### src/rtl/alarm_scanner_pkg.sv
// Shared definitions for the alarm scanner: FSM state encoding, counter width
// and a constant-evaluable log2 helper for index widths.
package alarm_scanner_pkg;

   typedef enum logic [1:0] {
      IDLE   = 2'b00,
      SAMPLE = 2'b01,
      EVAL   = 2'b10,
      ADV    = 2'b11
   } state_t;

   // Wide enough for the largest persistence threshold (15).
   localparam int CNT_W = 4;

   function automatic int clog2w(input int n);
      int w;
      w = 1;
      while ((1 << w) < n) begin
         w = w + 1;
      end
      return w;
   endfunction

endpackage

### src/rtl/alarm_persist_cnt.sv
// Per-channel persistence filter: a saturating hit counter and an alarm latch.
// A latch-set wins over a coincident acknowledge so no alarm is lost.
module alarm_persist_cnt
   import alarm_scanner_pkg::*;
#(
   parameter int PERSIST = 3
) (
   input  logic clk,
   input  logic reset,
   input  logic eval,
   input  logic hit,
   input  logic ack,
   output logic latch,
   output logic new_set
);

   localparam logic [CNT_W-1:0] PMAX = CNT_W'(PERSIST);

   logic [CNT_W-1:0] count;
   logic             reach;

   assign reach   = eval & hit & (count == (PMAX - 4'd1));
   assign new_set = reach & ~latch;

   // Counter and latch update; reaching saturation takes priority over ack.
   always_ff @(posedge clk or posedge reset) begin
      if (reset) begin
         count <= 4'd0;
         latch <= 1'b0;
      end else if (reach) begin
         count <= PMAX;
         latch <= 1'b1;
      end else if (ack) begin
         count <= 4'd0;
         latch <= 1'b0;
      end else if (eval) begin
         if (hit) begin
            count <= (count == PMAX) ? count : count + 4'd1;
         end else begin
            count <= 4'd0;
         end
      end else begin
         count <= count;
         latch <= latch;
      end
   end

endmodule

### src/rtl/alarm_scanner.sv
// Round-robin sensor scanner: selects each channel for DWELL cycles, samples it,
// and feeds a per-channel persistence filter that raises latched alarms.
module alarm_scanner
   import alarm_scanner_pkg::*;
#(
   parameter int N_CH    = 4,
   parameter int PERSIST = 3,
   parameter int DWELL   = 2,
   localparam int IDX_W  = clog2w(N_CH)
) (
   input  logic             clk,
   input  logic             reset,
   input  logic             enable,
   input  logic [N_CH-1:0]  sense,
   input  logic [N_CH-1:0]  mask,
   input  logic [N_CH-1:0]  ack,
   output logic [N_CH-1:0]  scan_sel,
   output logic [N_CH-1:0]  alarm_latch,
   output logic             alarm_pulse,
   output logic             any_alarm,
   output logic [IDX_W-1:0] alarm_ch,
   output logic             scan_done
);

   localparam logic [IDX_W-1:0] LAST_IDX = IDX_W'(N_CH - 1);
   localparam logic [7:0]       DW_LAST  = 8'(DWELL - 1);

   state_t           state;
   logic [IDX_W-1:0] idx;
   logic [7:0]       dwell_cnt;
   logic             sample_bit;
   logic [N_CH-1:0]  new_set;

   for (genvar i = 0; i < N_CH; i++) begin : g_ch
      logic eval_s;
      assign eval_s = (state == EVAL) && (idx == IDX_W'(i));
      alarm_persist_cnt #(.PERSIST(PERSIST)) u_cnt (
         .clk     (clk),
         .reset   (reset),
         .eval    (eval_s),
         .hit     (sample_bit & ~mask[i]),
         .ack     (ack[i]),
         .latch   (alarm_latch[i]),
         .new_set (new_set[i])
      );
   end

   // Scan sequencer; in-flight samples are dropped by reset since state returns to IDLE.
   always_ff @(posedge clk or posedge reset) begin
      if (reset) begin
         state       <= IDLE;
         idx         <= '0;
         dwell_cnt   <= 8'd0;
         sample_bit  <= 1'b0;
         alarm_pulse <= 1'b0;
         scan_done   <= 1'b0;
      end else begin
         alarm_pulse <= 1'b0;
         scan_done   <= 1'b0;
         case (state)
            IDLE: begin
               if (enable) begin
                  state     <= SAMPLE;
                  idx       <= '0;
                  dwell_cnt <= 8'd0;
               end
            end
            SAMPLE: begin
               if (dwell_cnt == DW_LAST) begin
                  sample_bit <= sense[idx];
                  state      <= EVAL;
               end else begin
                  dwell_cnt <= dwell_cnt + 8'd1;
               end
            end
            EVAL: begin
               alarm_pulse <= |new_set;
               scan_done   <= (idx == LAST_IDX);
               state       <= ADV;
            end
            ADV: begin
               dwell_cnt <= 8'd0;
               if (enable) begin
                  state <= SAMPLE;
                  idx   <= (idx == LAST_IDX) ? '0 : idx + 1'b1;
               end else begin
                  state <= IDLE;
                  idx   <= '0;
               end
            end
            default: begin
               state <= IDLE;
               idx   <= '0;
            end
         endcase
      end
   end

   // Channel select decode and alarm summary (lowest latched index wins).
   always_comb begin
      scan_sel = '0;
      if (state == SAMPLE) begin
         scan_sel[idx] = 1'b1;
      end else begin
         scan_sel = '0;
      end
      any_alarm = |alarm_latch;
      alarm_ch  = '0;
      for (int i = N_CH - 1; i >= 0; i--) begin
         alarm_ch = alarm_latch[i] ? IDX_W'(i) : alarm_ch;
      end
   end

endmodule
### config.mk
export PLATFORM = sky130hd
export DESIGN_NAME = alarm_scanner
export DESIGN_NICKNAME = d
export VERILOG_FILES = /design/src/rtl/alarm_scanner_pkg.sv /design/src/rtl/alarm_persist_cnt.sv /design/src/rtl/alarm_scanner.sv
export SDC_FILE = /design/constraint.sdc
export NUM_CORES = 1
export LEC_CHECK = 0
export CAP_MARGIN = 20
export CORE_ASPECT_RATIO = 0.9
export CORE_MARGIN = 2
export CORE_UTILIZATION = 50
export DETAILED_ROUTE_END_ITERATION = 8
export GPL_ROUTABILITY_DRIVEN = 0
export PLACE_DENSITY = 0.72
export RECOVER_POWER = 100
export SLEW_MARGIN = 5
export SYNTH_ARGS = -nofsm -noshare
export SYNTH_HDL_FRONTEND = slang
export SYNTH_SLANG_ARGS = --single-unit
### constraint.sdc
create_clock -name clk -period 2.12 [get_ports clk]
set_clock_uncertainty 0.2 [all_clocks]
set_input_delay 0.424 -clock clk [delete_from_list [all_inputs] [get_ports clk]]
set_output_delay 0.424 -clock clk [all_outputs]
set_load 0.05 [all_outputs]
---- After elaboration in Yosys (flattened, before gate mapping) ----
Index checks and enable logic that the tools add are counted.
storage, ports and cells
  flip-flop bits (word level) ............. 35
  input bits .............................. 15
  output and inout port bits .............. 13
  logic and storage cells ................. 145
operators by class
  $add $sub $neg .......................... 6
  $lt $le $gt $ge ......................... 2
  equality and inequality tests ........... 22
  multiplexer cells ....................... 50
  bitwise operators ....................... 24
  reduce and logical (&&, ||, !) cells .... 27
operators by type and width
  operator                                                               number
  4-bit two-way mux                                                      21
  4-bit by 2-bit equality test with 1-bit output, second input constant  8
  8-bit one-hot mux with 3 select lines                                  1
  2-bit two-way mux                                                      9
  4-bit by 1-bit adder with 4-bit output, second input constant          4
  1-bit bitwise AND                                                      16
  8-bit two-way mux                                                      2
  4-bit inequality test, second input constant                           4
  3-bit nonzero test                                                     5
  2-bit AND reduction                                                    7
  1-bit two-way mux                                                      13
  2-bit nonzero test                                                     5
  8-bit by 1-bit adder with 8-bit output, second input constant          1
  2-bit equality test, second input constant                             4
  8-bit by 1-bit equality test with 1-bit output, second input constant  1
  1-bit inverter                                                         8
  2-bit one-hot mux with 4 select lines                                  1
  4-bit OR reduction                                                     2
  2-bit inequality test, second input constant                           3
  1-bit logical AND                                                      5
  2-bit by 1-bit equality test with 1-bit output, second input constant  2
  2-bit logical NOT                                                      2
  2-bit one-hot mux with 2 select lines                                  1
  2-bit by 3-bit < comparator with 1-bit output, second input constant   1
  other kinds (5)                                                        5

---- Longest topological paths before layout ----
Gate-level depths: netlist (run 1).
  depth after elaboration ................. 7
  gate-level depth with buffers ........... 8
  gate-level depth less buffers ........... 7

---- By module ----
From an unflattened synthesis (run 1), not the netlist that was laid out.
second synthesis, totals
  cells, all modules ...................... 256
  area total of the unflattened synthesis .. 2,406.1 µm²
modules (own cells, without submodules)
  module             instances  cells each  area each (µm²)  seq. area each (µm²)
  alarm_persist_cnt  4          37          344.1            125.1
  alarm_scanner      1          108         1,029.7          375.4

---- Worst setup path after synthesis (run 1) ----
OpenSTA, ideal clock, no wires.
  path type ............................... register to output
  start ................................... register g_ch[0].u_cnt.latch
  end ..................................... output port alarm_ch[1]
  data arrival time ....................... 1.499 ns
  required time ........................... 1.496 ns
  slack ................................... -0.003 ns
  cell stages (with the launch flop) ...... 2
  path buffers ............................ 0
  cells stage by stage .................... dfrtp_1 > nor3_1
on the way
  longest elaborated chain between the ends .. 1
RTL lines
  item                      line                     RTL
  start: declaration        alarm_persist_cnt.sv:13  output logic latch,
  start signal: assignment  alarm_persist_cnt.sv:44  latch <= latch;
  2-bit two-way mux         alarm_scanner.sv:110     alarm_ch = alarm_latch[i] ? IDX_W'(i) : alarm_ch;
  end: declaration          alarm_scanner.sv:21      output logic [IDX_W-1:0] alarm_ch,
Every way passes these cells.

---- Final worst setup path (run 1) ----
  start ................................... register dwell_cnt[2]
  end ..................................... register dwell_cnt[3]
on the way
  longest elaborated chain between the ends .. 3
  elaborated cells between the ends (all ways) .. 6
  classes of those cells .................. 1 x add/sub; 2 x eq/ne; 2 x mux; 1 x reduce/logical
RTL lines
  item                                                                                                      line                                      RTL
  start: declaration                                                                                        alarm_scanner.sv:30                       logic [7:0] dwell_cnt;
  start signal: assignment                                                                                  alarm_scanner.sv:73                       dwell_cnt <= dwell_cnt + 8'd1;
  8-bit by 1-bit adder with 8-bit output or 8-bit by 1-bit equality test with 1-bit output (tied branches)  alarm_scanner.sv:73, alarm_scanner.sv:69
  8-bit two-way mux or 2-bit inequality test (tied branches)                                                --
  8-bit one-hot mux with 3 select lines or 3-bit AND reduction (tied branches)                              --
Several ways; a longest one is shown, not always the timed one. The select of a mux whose other input is x is not followed.
A chain may end at the register's enable or synchronous reset.

==> impl_metrics.py, run 1 <==
metrics = {
    "placed_design": {
        "portBuffers": 27,
        "post-dp-hpwl_um": 3767,
        "place_area_um2": 2805,
    },
    "critical_path": {
        "crit_arrival_ns": 2.03,
        "startpoint_type": "flip-flop",
        "worstSetupPathType": "flip-flop to flip-flop",
        "crit_fanout": 3,
        "reg2reg_depth": 4,
        "cp-end-kind": "flip-flop",
        "critPathRequiredTime_ns": 2.10,
    },
    "routing": {
        "drt-met1-wl_um": 2436,
        "route.antenna.remaining_nets": 0,
        "top_layer_reached_by_signal_wires": "met4",
        "via_count": 1925,
        "vias_per_cell": 5.438,
        "wl_met3_um": 186,
        "drt-pass1-iter-count": 4,
        "dr_wl_cell_um": 14.31,
        "route.detailed.drc": 0,
        "met2WireLength_um": 2354,
        "detail_route.wirelength_um": 5066,
        "drt_iter0_markers": 93,
    },
    "cts": {
        "cts-hold-fix-buffers": 0,
        "cts.reportedPaths.clkPinSlew_ns": 0.08,
        "worst_skew_pair.late_latency_ns": 0.29,
        "clock_tree_from_tritoncts": "done",
        "clockRootBuffer": "sky130_fd_sc_hd__clkbuf_8",
        "tritoncts_num_sinks": 35,
        "htreeDepth": 2,
        "cts-buffers-inserted": 5,
        "cts.path.max_buffers": 2,
    },
    "run_status": {
        "outcome": "finished, final reports clean",
    },
    "finish": {
        "seq_area_um2": 878.3,
        "commonest_non_fill_non_tap_cells_in_the_layout": "sky130_fd_sc_hd__dfrtp_1, sky130_fd_sc_hd__buf_4, sky130_fd_sc_hd__inv_1, sky130_fd_sc_hd__o21ai_0, sky130_fd_sc_hd__ha_1",
        "num-nets-final": 324,
        "finish.instance_area_um2": 2913,
        "drive_above_1_share": 0.2363,
        "area_growth_syn_to_layout_pct": 30.27,
        "final.fill_count": 374,
        "mostFrequentLayoutCell": "sky130_fd_sc_hd__dfrtp_1",
        "multi_input_area_um2": 1272,
        "insertedDiodeCount": 0,
    },
    "die": {
        "core_area_um2": 4374,
        "num_io_pins": 28,
        "die-height_um": 67.44,
        "die-area_um2": 5024,
        "rows": 23,
        "initial_utilization": 0.5112,
        "die_width_um": 74.49,
    },
    "power": {
        "power-per-cell-area_nw_per_um2": 917.1,
        "leakagePower_nw": 1.316,
        "irDropWorstVdd_mv": 0.9450,
        "report.power.total_mw": 2.671,
    },
    "logic_synthesis": {
        "synth_mux_area_frac": 0.04029,
        "syn-cell-area_um2": 2236,
        "synthDistinctLibCells": 49,
        "post_synth_fa_ha_maj_area_fraction": 0.1007,
        "synth-xor-area-share": 0.003917,
        "fraction_of_the_mapped_netlist_area_in_compound_gates": 0.1891,
        "yosys_register_bits": 35,
        "combinational_family_with_the_most_area_after_synthesis": "simple AND/OR/NAND/NOR gates",
        "synth.net_count": 266,
        "synthArstFlopShare": 1.000,
        "synth_enable_flop_cells": 0,
        "postSynth.topFlopCell": "sky130_fd_sc_hd__dfrtp_1",
        "synth.yosys.warnings": 0,
        "synth.yosys.seq_area_share": 0.3917,
        "syn_inst": 233,
        "post_synth_simple_gate_area": 0.2255,
        "syn_avg_cell_area_um2": 9.596,
    },
    "global_route": {
        "antenna_violations_before_repair": 0,
        "grt_pass1_wl_um": 8659,
        "globalRouteOverflowTotal": 0,
        "grt_pass1_vias": 1912,
        "grt_overall_usage": 0.2283,
        "grt_start_max_net_pins": 36,
    },
    "timing": {
        "fmax_ghz": 0.4880,
        "slew_headroom": 0.4021,
        "final_report_setup_violation_count": 0,
        "timing_worst_slew_pin_value_ns": 0.8968,
        "hold_fails_final_rpt": 0,
        "final_period_minus_worst_setup_slack_ns": 2.049,
        "final_min_period_over_clock_period": 0.9666,
        "number_of_slew_limit_violations_in_the_final_report": 0,
    },
    "worst_hold_path": {
        "count_of_cells_along_the_worst_hold_path": 1,
        "holdCritPathClass": "flip-flop to flip-flop",
    },
    "flow_run": {
        "max_cap_violations": 0,
    },
}
## cells in the mapped netlist, types with 5 or more instances
cell                       number  area, um^2
sky130_fd_sc_hd__a21oi_1        9       45.04
sky130_fd_sc_hd__a31oi_1        5       31.28
sky130_fd_sc_hd__and2_1         7       43.79
sky130_fd_sc_hd__dfrtp_1       35       875.8
sky130_fd_sc_hd__ha_1          18       225.2
sky130_fd_sc_hd__inv_1         18       67.56
sky130_fd_sc_hd__mux2_2         6       67.56
sky130_fd_sc_hd__nand2_1       14       52.55
sky130_fd_sc_hd__nand2b_1       8       50.05
sky130_fd_sc_hd__nand3_1       13       65.06
sky130_fd_sc_hd__nor2_1         8       30.03
sky130_fd_sc_hd__nor3b_1        8       60.06
sky130_fd_sc_hd__o21ai_0       18       90.09
## metrics by stage
step | setup WS [ns] | instances | hold WS, ns | TNS, ns | util
CTS | 0.006855 | 351 | 0.3227 | 0 | 0.6713
floorplan | 0.1192 | 233 | 0.2553 | 0 | -
global route | -0.008372 | 354 | 0.3394 | -0.008372 | 0.6659
detailed placement | -0.1606 | 343 | 0.2953 | -1.201 | 0.6413
global placement | -0.1290 | 343 | 0.2881 | -0.9913 | 0.6413
finish | 0.07081 | 354 | 0.3267 | 0 | 0.6659
## power breakdown
part           internal, mW  total, mW  switching, mW
registers             0.757      0.873          0.115
clock network         0.380      0.627          0.247
logic                 0.567       1.17          0.604
total                  1.70       2.67          0.967
## area by class of cell
| cell class | instances | share of cell area |
|---|---|---|
| flip-flops and latches | 35 | 0.3015 |
| clock inverters | 2 | 0.01203 |
| inverters | 18 | 0.02320 |
| multi-input cells | 173 | 0.4369 |
| well taps | 62 | 0.02663 |
| repair buffers | 58 | 0.1714 |
| clock buffers | 6 | 0.02835 |
## worst paths after layout
kind | startpoint | end | slack, ns
worst max register to register | dwell_cnt[2] | dwell_cnt[3] | 0.07
worst min-delay path | dwell_cnt[7] | dwell_cnt[7] | 0.33
worst min register to register | dwell_cnt[7] | dwell_cnt[7] | 0.33
worst max-delay path | dwell_cnt[2] | dwell_cnt[3] | 0.07
max in group asynchronous | reset | idx[0] | 0.45
min in group asynchronous | reset | g_ch[2].u_cnt.count[3] | 0.64
## logic make-up after synthesis
| logic type | after synthesis |
|---|---|
| flops | 35 |
| fa+ha+maj | 18 |
| compound gates | 62 |
| xor+xnor | 1 |
| buf+inv | 25 |
| mux | 7 |
| simple gates | 85 |
## metal layers
| layer | track usage | vias up |
|---|---|---|
| met3 | 0.04627 | 9 |
| li1 | - | 962 |
| met5 | 0 | - |
| met1 | 0.3111 | 920 |
| met4 | 0.07589 | 0 |
| met2 | 0.3639 | 34 |
## registers in the layout, summed over array words and instances (netlist names)
name / cells
g_ch.u_cnt.count: 16
dwell_cnt: 8
g_ch.u_cnt.latch: 4
idx: 2
state: 2
alarm_pulse: 1
sample_bit: 1
scan_done: 1
## critical path: stages, from the launching register on
cell,delay [ns]
sky130_fd_sc_hd__dfrtp_1,0.41
sky130_fd_sc_hd__or4_4,0.59
sky130_fd_sc_hd__o31a_1,0.29
sky130_fd_sc_hd__a211o_1,0.26
sky130_fd_sc_hd__a21o_1,0.18
## repair_timing
item                                    4_1_cts  5_1_grt
endpoints found under the setup margin        4       18
pin swaps                                     0        0
buffers inserted                              0        3
gates resized for setup                       3        5
Power figures use the tool's default switching activity.
==> inputs of run 2 (changes only) <==
--- a/config.mk
+++ b/config.mk
@@ -6,9 +6,11 @@
 export NUM_CORES = 1
 export LEC_CHECK = 0
 export CAP_MARGIN = 20
+export CELL_PAD_IN_SITES_DETAIL_PLACEMENT = 1
+export CELL_PAD_IN_SITES_GLOBAL_PLACEMENT = 1
 export CORE_ASPECT_RATIO = 0.9
 export CORE_MARGIN = 2
-export CORE_UTILIZATION = 50
+export CORE_UTILIZATION = 39
 export DETAILED_ROUTE_END_ITERATION = 8
 export GPL_ROUTABILITY_DRIVEN = 0
 export PLACE_DENSITY = 0.72
==> run 2 against run 1 <==
Compared with the run above: largest power group unchanged; critical endpoint is now scan_sel[0]; count of clock-buffer cells in the layout rose by 2; global-route usage down 2.5 points; fmax shrank 1.9%.
==> impl_metrics.py, run 2 (synthesis gave the netlist of run 1 again) <==
metrics = {
    "global_route": {
        "grt_pass1_wl_um": 10010,
        "groute.layer.met2.usage": 0.3609,
        "antenna_violations_before_repair": 0,
        "globalRouteOverflowTotal": 0,
        "grt_overall_usage": 0.2031,
        "grt_start_max_net_pins": 36,
        "grtUsageMet1": 0.2598,
        "met3_demand_to_capacity_share_in_global_routing": 0.03575,
        "grt_busiest_layer": "met2",
        "grt_pass1_vias": 2010,
    },
    "die": {
        "rows": 26,
        "core_area_um2": 5595,
        "die-height_um": 75.83,
        "die-area_um2": 6355,
        "num_io_pins": 28,
        "initial_utilization": 0.3996,
        "die_width_um": 83.81,
    },
    "routing": {
        "detail_route.wirelength_um": 5994,
        "route.detailed.drc": 0,
        "route.antenna.remaining_nets": 0,
        "dr_wl_cell_um": 16.38,
        "vias_per_cell": 5.448,
        "drt-pass1-iter-count": 4,
        "drt_iter0_markers": 43,
        "via_count": 1994,
    },
    "worst_hold_path": {
        "holdCritPathClass": "flip-flop to flip-flop",
        "count_of_cells_along_the_worst_hold_path": 1,
    },
    "timing": {
        "fin_ws_ns": 0.03152,
        "number_of_slew_limit_violations_in_the_final_report": 0,
        "setup-tns-final_ns": 0,
        "fmax_ghz": 0.4788,
        "final_report_setup_violation_count": 0,
        "final_min_period_over_clock_period": 0.9851,
        "slew_headroom": 0.3782,
        "grt_setup_unrepaired": "no",
        "hold_fails_final_rpt": 0,
        "final_period_minus_worst_setup_slack_ns": 2.088,
        "timing_worst_slew_pin_value_ns": 0.9326,
    },
    "placed_design": {
        "preCtsSetupSlack_ns": -0.2384,
        "place_area_um2": 2845,
        "post-dp-hpwl_um": 4526,
        "portBuffers": 27,
    },
    "finish": {
        "num-nets-final": 328,
        "largest_register": "g_ch.u_cnt.count",
        "insertedDiodeCount": 0,
        "final.fill_count": 663,
        "layout_top_registers": "g_ch.u_cnt.count: 16 flops, dwell_cnt: 8 flops, g_ch.u_cnt.latch: 4 flops",
        "mostFrequentLayoutCell": "sky130_fd_sc_hd__dfrtp_1",
        "area_growth_syn_to_layout_pct": 31.28,
        "drive_above_1_share": 0.2466,
        "finish.instance_area_um2": 2935,
        "largest_register_ff_count": 16,
        "commonest_non_fill_non_tap_cells_in_the_layout": "sky130_fd_sc_hd__dfrtp_1, sky130_fd_sc_hd__buf_4, sky130_fd_sc_hd__o21ai_0, sky130_fd_sc_hd__inv_1",
    },
    "critical_path": {
        "critPathRequiredTime_ns": 1.50,
        "reg2reg_depth": 4,
        "startpoint_type": "flip-flop",
        "worstSetupPathType": "flip-flop to primary output",
        "crit_fanout": 6,
        "crit_arrival_ns": 1.46,
        "cp-end-kind": "primary output",
    },
    "flow_run": {
        "max_cap_violations": 0,
    },
    "power": {
        "irDropWorstVdd_mv": 0.4818,
        "leakagePower_nw": 1.319,
        "power-per-cell-area_nw_per_um2": 914.8,
    },
    "cts": {
        "cts-buffers-inserted": 5,
        "worst_skew_pair.late_latency_ns": 0.29,
        "cts.reportedPaths.clkPinSlew_ns": 0.07,
        "clockRootBuffer": "sky130_fd_sc_hd__clkbuf_8",
        "clock_tree_from_tritoncts": "done",
        "cts.path.max_buffers": 2,
        "htreeDepth": 2,
        "tritoncts_num_sinks": 35,
    },
    "run_status": {
        "outcome": "finished, final reports clean",
    },
}
## run 2: cell types whose count changed in the layout (fill, tap and decap cells not counted), sizes merged
cell,before,now
bufinv,1,0
clkbuf,18,24
clkdlybuf4s50,14,15
dlygate4sd3,2,1
clkinv,1,0
## run 2: stage by stage
step	std cells	power [mW]	hold slack, ns	utilization
4_1_cts	363	2.693	0.3029	0.5293
3_5_place_dp	355	2.104	0.2948	0.5085
6_report	366	2.685	0.2996	0.5246
5_1_grt	366	2.885	0.3251	0.5246
2_1_floorplan	233	1.555	0.2553	-
3_3_place_gp	355	2.049	0.2782	0.5085
## run 2: worst paths after layout
| path | slack [ns] | end | from |
|---|---|---|---|
| max | 0.03 | scan_sel[0] | state[0] |
| min | 0.30 | dwell_cnt[7] | dwell_cnt[7] |
| min in group asynchronous | 0.66 | g_ch[2].u_cnt.count[3] | reset |
| max in group asynchronous | 0.42 | state[1] | reset |
| min reg2reg | 0.30 | dwell_cnt[7] | dwell_cnt[7] |
| max reg2reg | 0.11 | g_ch[3].u_cnt.count[2] | sample_bit |
## run 2: where the power goes
group / internal (mW) / switching, mW / total [mW] / leakage (nW)
combinational: 0.600 / 0.664 / 1.26 / 0.791
clock: 0.297 / 0.254 / 0.551 / 0.0515
sequential: 0.757 / 0.114 / 0.871 / 0.476
total: 1.65 / 1.03 / 2.69 / 1.32
## run 2: routing by layer
layer,up-vias,wire length [um],share of wire
li1,970,-,-
met1,988,2806,0.47
met2,29,2940,0.49
met3,7,182,0.030
met4,0,65,0.011
met5,-,0,0
## run 2: worst max-delay path, cell delays in order, from the launching register on
cell	delay, ns
sky130_fd_sc_hd__dfrtp_1	0.40
sky130_fd_sc_hd__buf_4	0.15
sky130_fd_sc_hd__ha_4	0.18
sky130_fd_sc_hd__buf_4	0.13
sky130_fd_sc_hd__and2_1	0.16
sky130_fd_sc_hd__buf_12	0.15
## run 2: area by class of cell
cell class | count | area (um^2) | share of cell area
Timing Repair Buffer | 62 | 509.2 | 0.1735
Inverter | 18 | 67.56 | 0.02302
Tap cell | 70 | 87.58 | 0.02984
Multi-Input combinational cell | 173 | 1292 | 0.4403
Sequential cell | 35 | 878.3 | 0.2992
Clock buffer | 8 | 100.1 | 0.03410
## run 2: repair_timing
item                                    in CTS  in global routing
endpoints found under the setup margin       7                 13
hold endpoints to repair                     0                  0
resized for setup                            5                  7
setup buffers                                0                  3
hold buffers                                 0                  0
